## config.mk

```make
export PLATFORM = sky130hd
export DESIGN_NAME = imm_encoder
export DESIGN_NICKNAME = d
export VERILOG_FILES = /design/src/rtl/imm_encoder.sv
export SDC_FILE = /design/constraint.sdc
export NUM_CORES = 1
export LEC_CHECK = 0
export CAP_MARGIN = 0
export CORE_MARGIN = 2
export CORE_UTILIZATION = 35
export DETAILED_ROUTE_END_ITERATION = 8
export SKIP_CTS_REPAIR_TIMING = 1
export SYNTH_ARGS = -nofsm -noshare
export SYNTH_HDL_FRONTEND = slang
export SYNTH_SLANG_ARGS = --single-unit
```

## constraint.sdc

```tcl
create_clock -name clk -period 1.6 [get_ports clk]
set_input_delay 0.16 -clock clk [delete_from_list [all_inputs] [get_ports clk]]
set_output_delay 0.16 -clock clk [all_outputs]
set_load 0.1 [all_outputs]
```

## src/rtl/imm_encoder.sv

```systemverilog
// RV32I immediate packer: scatters a 32-bit immediate into the I/S/B/U/J fields of a base
// instruction word through a two-stage valid/ready pipeline with range checking and error accounting.
module imm_encoder #(
    parameter int unsigned ERR_CNT_W   = 8,
    parameter bit          CHECK_RANGE = 1'b1
) (
    input  logic                 clk,
    input  logic                 rst_n,
    input  logic                 in_valid,
    output logic                 in_ready,
    input  logic [2:0]           imm_type,
    input  logic [31:0]          imm_val,
    input  logic [31:0]          base_instr,
    output logic                 out_valid,
    input  logic                 out_ready,
    output logic [31:0]          out_instr,
    output logic                 out_err,
    input  logic                 clr_err,
    output logic [ERR_CNT_W-1:0] err_cnt,
    output logic                 err_sticky
);

    localparam int unsigned XLEN   = 32;
    localparam int unsigned TYPE_W = 3;

    localparam logic [TYPE_W-1:0] TYPE_R = TYPE_W'(0);
    localparam logic [TYPE_W-1:0] TYPE_I = TYPE_W'(1);
    localparam logic [TYPE_W-1:0] TYPE_S = TYPE_W'(2);
    localparam logic [TYPE_W-1:0] TYPE_B = TYPE_W'(3);
    localparam logic [TYPE_W-1:0] TYPE_U = TYPE_W'(4);
    localparam logic [TYPE_W-1:0] TYPE_J = TYPE_W'(5);

    logic              s1_v;
    logic [TYPE_W-1:0] s1_type;
    logic [XLEN-1:0]   s1_imm;
    logic [XLEN-1:0]   s1_base;

    logic [XLEN-1:0]   enc_instr;
    logic              enc_err;
    logic              bad_type;
    logic              rng_err;

    logic              in_fire;
    logic              s2_adv;
    logic              err_handoff;

    // Stage 2 can take a new beat when it is empty or its current beat leaves this cycle.
    assign s2_adv      = !out_valid || out_ready;
    assign in_ready    = !s1_v || s2_adv;
    assign in_fire     = in_valid && in_ready;
    assign err_handoff = out_valid && out_ready && out_err;

    // Field scatter and representability check on the stage-1 beat.
    always_comb begin
        enc_instr = s1_base;
        bad_type  = 1'b0;
        rng_err   = 1'b0;
        case (s1_type)
            TYPE_R: begin
            end
            TYPE_I: begin
                enc_instr[31:20] = s1_imm[11:0];
                rng_err          = !((&s1_imm[31:11]) || !(|s1_imm[31:11]));
            end
            TYPE_S: begin
                enc_instr[31:25] = s1_imm[11:5];
                enc_instr[11:7]  = s1_imm[4:0];
                rng_err          = !((&s1_imm[31:11]) || !(|s1_imm[31:11]));
            end
            TYPE_B: begin
                enc_instr[31]    = s1_imm[12];
                enc_instr[30:25] = s1_imm[10:5];
                enc_instr[11:8]  = s1_imm[4:1];
                enc_instr[7]     = s1_imm[11];
                rng_err          = !((&s1_imm[31:12]) || !(|s1_imm[31:12])) || s1_imm[0];
            end
            TYPE_U: begin
                enc_instr[31:12] = s1_imm[31:12];
                rng_err          = |s1_imm[11:0];
            end
            TYPE_J: begin
                enc_instr[31]    = s1_imm[20];
                enc_instr[30:21] = s1_imm[10:1];
                enc_instr[20]    = s1_imm[11];
                enc_instr[19:12] = s1_imm[19:12];
                rng_err          = !((&s1_imm[31:20]) || !(|s1_imm[31:20])) || s1_imm[0];
            end
            default: begin
                bad_type = 1'b1;
            end
        endcase
    end

    assign enc_err = bad_type || (CHECK_RANGE && rng_err);

    // Pipeline registers; stage 2 is the output register and holds while stalled.
    always_ff @(posedge clk) begin
        if (!rst_n) begin
            s1_v      <= 1'b0;
            s1_type   <= '0;
            s1_imm    <= '0;
            s1_base   <= '0;
            out_valid <= 1'b0;
            out_instr <= '0;
            out_err   <= 1'b0;
        end else begin
            if (in_fire) begin
                s1_v    <= 1'b1;
                s1_type <= imm_type;
                s1_imm  <= imm_val;
                s1_base <= base_instr;
            end else if (s2_adv) begin
                s1_v <= 1'b0;
            end
            if (s2_adv) begin
                out_valid <= s1_v;
                if (s1_v) begin
                    out_instr <= enc_instr;
                    out_err   <= enc_err;
                end
            end
        end
    end

    // Error accounting at handoff; a clear in the same cycle still counts the handoff.
    always_ff @(posedge clk) begin
        if (!rst_n) begin
            err_cnt    <= '0;
            err_sticky <= 1'b0;
        end else if (clr_err) begin
            err_cnt    <= err_handoff ? ERR_CNT_W'(1) : '0;
            err_sticky <= err_handoff;
        end else if (err_handoff) begin
            err_sticky <= 1'b1;
            if (err_cnt != '1) begin
                err_cnt <= err_cnt + ERR_CNT_W'(1);
            end
        end
    end

endmodule

```

==> reports/qor.yml, run 1 <==
logic_synthesis:
  synth_flop_cell: "dfxtp_1"
  ys_seq_elements: 111
  yosysTopAreaCell: "dfxtp_1"
  synth.most_common_cell: "nand2_1"
  synth_edf_count: 0
  yosys-top-cells-count: "nand2_1 (190), dfxtp_1 (111), a21oi_1 (55)"
  syn-cell-area_mm2: 0.00472
  seq_area_frac_synth: 0.471
  synth_area_leaders: "dfxtp_1 (47%), nand2_1 (15%), a21boi_0 (6.2%)"
  synth_async_sr_flop_share: 0
  avgSynthCellArea_um2: 8.06
  synthesis.nets: 659
  synth_top_area_share: 0.471
  ys_types: 47
  syn_inst: 586
  yosysWarnings: 0
clock_network:
  htree_levels: 3
  path_clk_slew_ns: 0.07
  cts_tree: "done"
  cts_root_buffer: "clkbuf_16"
  cts_max_path_buffers: 2
  numCtsBuffers: 9
  cts.sinks: 111
  clkLatencyLatePin_ns: 0.35
critical_path:
  rr_worst_depth: 5
  max_stage_delay_ns: 0.37
  crit_slowest_cell: "dfxtp_4"
  r2r-end: "err_cnt[7]"
  critPathMaxFanout: 6
  required_ns: 1.83
  end_kind: "flip-flop"
  r2r-start: "err_cnt[0]"
  arrival_ns: 1.73
  path_cells: "ha_1 > a41o_1 > nor3_1 > xnor2_1 > nor2_1"
  cp-start-kind: "flip-flop"
  critPathKind: "flip-flop to flip-flop"
  r2r_setup_slack_ns: 0.1
timing:
  hold_slack_ns: 0.359
  relSlewSlack: 0.673
  fin_crit_sh: 0.940
  fin_crit_ns: 1.50
  rsz0062_at_grt: "no"
  clock-skew-final_ns: 0.0127
  tightest_slew_ns: 0.490
  clock.fmax_mhz: 665
  worst_slack_ns: 0.0963
  hold_viol: 0
  maxSlewViolCount: 0
  finalSetupViolCount: 0
global_routing:
  grt_overflow: 0
  met1_usage: 0.254
  grtUsageTotal: 0.196
  antenna_found_initial: 0
  grt_pass1_vias: 4532
  gr-usage-met3: 0.0366
  use_met2: 0.325
  grt_max_degree: 41
  grt_pass1_wl_mm: 22.3
  grt.busiest_layer: "met2"
min_path:
  whs_endpoint: "s1_base[12]"
  hold_class: "input pin to flip-flop"
  hold_depth: 3
  min_from: "base_instr[12]"
pwr:
  combPwrFrac: 0.203
  clockPowerShare: 0.331
  p_sw_mw: 1.92
  peakVddDrop_mv: 0.599
  leakage_nw: 2.64
  power.internal_mw: 4.63
  p_per_area_mw_per_mm2: 925
  netSwitchingFraction: 0.293
  power_frac_seq: 0.466
die:
  core_area_mm2: 0.0132
  fp-row-count: 42
  dieArea_mm2: 0.0144
  die_w_um: 120
  start_util: 0.358
  ios: 116
  fp.dieH_um: 120
drt:
  viasPerCell: 5.05
  drc: 0
  vias: 4503
  drt_iter0_markers: 284
  postRouteAntennaNets: 0
  dr.pass1.iters: 4
  post_drt_wl_per_cell_um: 15.6
  wl_mm: 13.9
placed_design:
  placed_area_mm2: 0.00679
  dp_slack_ns: -0.129
  placed_cells: 875
  place.gp.congestion: 0.873
  dp_hpwl_mm: 10.7
  port_buffers: 115
layout:
  fin_nets: 783
  nFillCells: 1242
  layout.area.seq_mm2: 0.00226
  n_antenna_cell: 0
  syn2layout_area_growth_pct: 50.0
  fin_cells: 891
  final_util: 0.537
  drive_gt1_frac: 0.164
  multi_input_area_mm2: 0.00233
  finalInstanceArea_mm2: 0.00708
outcome:
  outcome: "finished, final reports clean"
run:
  cap_viol_max_count: 0
==> layout make-up <==
type,count,share of cell area
Inverter,2,0.00106
Timing Repair Buffer,154,0.279
Multi-Input combinational cell,432,0.329
Tap cell,176,0.0311
Clock inverter,5,0.00513
Clock buffer,11,0.0357
Sequential cell,111,0.319
==> registers in the layout, summed over array words and instances (netlist names), 3 cells and up <==
register / cells
s1_base: 32
out_instr: 32
err_cnt: 8
s1_type: 3
s1_imm: 32
==> worst max-delay path, delay by kind of cell (launching register included) <==
| family | cells | cell delay [ns] |
|---|---|---|
| AOI/OAI and AO/OA | 1 | 0.30 |
| xor gates and xnor gates | 1 | 0.15 |
| adders and majority gates | 1 | 0.28 |
| DFF | 1 | 0.37 |
| and+or+nand+nor | 2 | 0.29 |
==> how the worst max path moves through the flow <==
stage / startpoint / to / depth (start not counted)
floorplan: out_valid / s1_imm[0] / 7
global placement: out_ready / out_instr[7] / 6
detailed placement: out_ready / out_instr[18] / 6
CTS: out_valid / in_ready / 4
global route: s1_type[1] / out_instr[29] / 4
finish: err_cnt[0] / err_cnt[7] / 5
==> metrics by stage <==
stage / setup TNS (ns) / total power [mW]
global route: 0 / 6.82
detailed placement: -2.15 / 4.44
CTS: 0 / 6.60
finish: 0 / 6.55
global placement: -1.66 / 4.42
floorplan: -0.498 / 3.80
==> logic make-up (layout without fill, tap and decap cells) <==
| family | Yosys count | in the layout | share of synthesized area |
|---|---|---|---|
| XOR/XNOR | 6 | 6 | 0.0111 |
| flip-flops | 111 | 111 | 0.471 |
| multiplexers | 12 | 12 | 0.0254 |
| adder cells (fa/ha/maj) | 1 | 1 | 0.00265 |
| buffers and inverters | 43 | 172 | 0.0427 |
| AO/OA/AOI/OAI | 145 | 145 | 0.204 |
| AND/OR/NAND/NOR | 268 | 268 | 0.244 |
==> power groups by stage <==
stage / logic [mW] / clock network (mW) / registers (mW)
after floorplan: 0.414 / 0 / 3.39
after global placement: 1.31 / 0 / 3.11
after detailed placement: 1.33 / 0 / 3.11
after CTS: 1.33 / 2.22 / 3.05
after global routing: 1.42 / 2.34 / 3.07
final: 1.33 / 2.17 / 3.05
==> per-layer routing <==
layer,routed length [um],vias to the layer above
met5,0,-
met4,261,0
met3,702,21
met2,6410,136
met1,6530,2089
li1,-,2257
==> placed cells by master, fill, tap and decap left out, drive strengths merged, types with 8 or more instances in the layout <==
| cell type | Yosys | final |
|---|---|---|
| a21oi | 56 | 56 |
| mux2i | 12 | 12 |
| nand2b | 12 | 12 |
| buf | 24 | 83 |
| clkdlybuf4s50 | 0 | 71 |
| nor2b | 8 | 8 |
| clkbuf | 17 | 11 |
| nor4 | 8 | 8 |
| nand2 | 191 | 191 |
| nand3 | 8 | 8 |
| nor2 | 21 | 21 |
| o21ai | 12 | 12 |
| a311oi | 8 | 8 |
| dfxtp | 111 | 111 |
| a21boi | 40 | 40 |
| nand4 | 8 | 8 |
(Power assumes the default switching activity.)
==> run 2, diff against run 1 <==
CORE_ASPECT_RATIO = 2   (was not set)
TNS_END_PERCENT = 30   (was not set)
==> reports/qor.yml, run 2 (synthesis results as in run 1) <==
layout:
  layout.area.seq_mm2: 0.00225  # -0.22%
  final_cell_mix: "nand2_1 (189), dfxtp_1 (101), clkdlybuf4s50_1 (71)"
  nFillCells: 1211  # -2.5%
  drive_gt1_frac: 0.162  # -0.00140
  multi_input_area_mm2: 0.00233  # +0.16%
  biggestRegsByFlops: "out_instr (32), s1_base (32), s1_imm (32)"
  final_common_cell: "nand2_1"
  fin_nets: 783  # unchanged
  syn2layout_area_growth_pct: 49.0
  n_antenna_cell: 0  # unchanged
drt:
  dr.pass1.iters: 8  # +4
  wl_mm: 13.4  # -3.6%
  drt_iter0_markers: 291  # +2.5%
  post_drt_wl_per_cell_um: 15.4  # -1.2%
  vias: 4402  # -2.2%
  postRouteAntennaNets: 0  # unchanged
  viasPerCell: 5.06  # +0.12%
  drc: 0  # unchanged
placed_design:
  dp_hpwl_mm: 10.2  # -4.7%
  place.gp.congestion: 0.861  # -1.4%
  dp_slack_ns: -0.121  # +0.00815 ns
  port_buffers: 115  # unchanged
global_routing:
  grtUsageTotal: 0.188  # -0.00755
  grt_overflow: 0  # unchanged
  grt_pass1_vias: 4353  # -3.9%
  grt_max_degree: 51  # +24%
  antenna_found_initial: 0  # unchanged
  grt_pass1_wl_mm: 21.5  # -3.4%
die:
  fp-row-count: 60  # +43%
  die_w_um: 86.1  # -28%
  fp.dieH_um: 168  # +40%
  start_util: 0.355  # -0.00263
  core_area_mm2: 0.0133  # +0.74%
  dieArea_mm2: 0.0145  # +0.39%
  ios: 116  # unchanged
pwr:
  power.internal_mw: 4.60  # -0.77%
  leakage_nw: 2.63  # -0.39%
  power_frac_seq: 0.469  # +0.003
  peakVddDrop_mv: 0.536  # -11%
  netSwitchingFraction: 0.293  # +0.000451
  combPwrFrac: 0.203  # about the same
  clockPowerShare: 0.329  # -0.002
  p_sw_mw: 1.90  # -0.55%
  p_per_area_mw_per_mm2: 924  # about the same
critical_path:
  r2r-start: "s1_type[1]"
  crit_family: "compound AO/OA/AOI/OAI gates"
  rr_worst_depth: 4  # -1
  crit_start: "s1_type[1]"
  crit_buf_inv: 0  # unchanged
  cp_common_cell: "nand2b_1"
  r2r-end: "out_instr[27]"
  critPathMaxFanout: 7  # +1
  required_ns: 1.82  # about the same
  cp.depth: 4  # -1
  r2r_setup_slack_ns: 0.07  # -0.03 ns
  cp-start-kind: "flip-flop"
  crit_end: "out_instr[27]"
  crit_slowest_cell: "a222oi_1"
  end_kind: "flip-flop"
  arrival_ns: 1.76  # +0.03 ns
  critPathKind: "flip-flop to flip-flop"
  path_cells: "nand2b_1 > nand2b_1 > a222oi_1 > a21oi_1"
  max_stage_delay_ns: 0.46  # +0.09 ns
min_path:
  hold_class: "input pin to flip-flop"
  min_from: "base_instr[12]"
clock_network:
  cts.sinks: 111  # unchanged
  clkLatencyLatePin_ns: 0.35  # about the same
  cts_root_buffer: "clkbuf_16"
  cts_max_path_buffers: 2  # unchanged
  path_clk_slew_ns: 0.08  # about the same
  htree_levels: 3  # unchanged
  cts_tree: "done"
  numCtsBuffers: 9  # unchanged
timing:
  tightest_slew_ns: 0.436  # -0.0541 ns
  worst_slack_ns: 0.0654  # -0.0309 ns
  clock.fmax_mhz: 652  # -2.0%
  clock-skew-final_ns: 0.0109  # -0.00177 ns
  fin_crit_ns: 1.53  # +0.0309 ns
  hold_viol: 0  # unchanged
  fin_crit_sh: 0.959  # +0.0193
  maxSlewViolCount: 0  # unchanged
  relSlewSlack: 0.710  # +0.0361
  finalSetupViolCount: 0  # unchanged
  rsz0062_at_grt: "no"
  tns_ns: 0  # unchanged
outcome:
  outcome: "finished, final reports clean"
run:
  cap_viol_max_count: 0  # unchanged
## run 2: cell type report
cell class | count | share of cell area
repair buffers | 154 | 0.279
clock inverters | 5 | 0.00587
clock buffers | 11 | 0.0345
well taps | 155 | 0.0276
inverters | 2 | 0.00107
multi-input cells | 432 | 0.332
flip-flops and latches | 111 | 0.321
## run 2: worst register-to-register path, cell delays in order (launching register included)
cell      delay, ns
dfxtp_1        0.45
nand2b_1       0.23
nand2b_1       0.13
a222oi_1       0.46
a21oi_1        0.13
## run 2: metal layers
metal	wire [um]	vias to the layer above	GRT usage
met5	0	-	0
met4	222	0	0.0621
met3	731	14	0.0358
met2	6860	145	0.332
met1	5600	1989	0.225
li1	-	2254	-
## run 2: how the worst min path moves through the flow
stage | cells after the start | to | slack [ns]
after detailed placement | 2 | s1_base[5] | 0.45
after floorplan | 2 | s1_base[0] | 0.30
after global routing | 3 | s1_base[15] | 0.37
after global placement | 2 | s1_base[6] | 0.44
after CTS | 3 | s1_base[12] | 0.34
final | 3 | s1_base[12] | 0.36
## run 2: power by group through the flow
stage,sequential [mW],clock (mW),combinational [mW]
floorplan,3.39,0,0.414
global placement,3.11,0,1.31
detailed placement,3.11,0,1.32
CTS,3.04,2.20,1.33
global route,3.06,2.32,1.41
finish,3.05,2.14,1.32
## run 2: per-stage QoR
step                      hold WS [ns]  instance area, um2  power (mW)   util  cells
after floorplan                  0.296                4780        3.80      -    586
after global placement           0.444                6750        4.42  0.508    854
after detailed placement         0.449                6750        4.43  0.508    854
after CTS                        0.340                7030        6.57  0.529    870
after global routing             0.366                7030        6.78  0.529    870
final                            0.356                7030        6.50  0.529    870
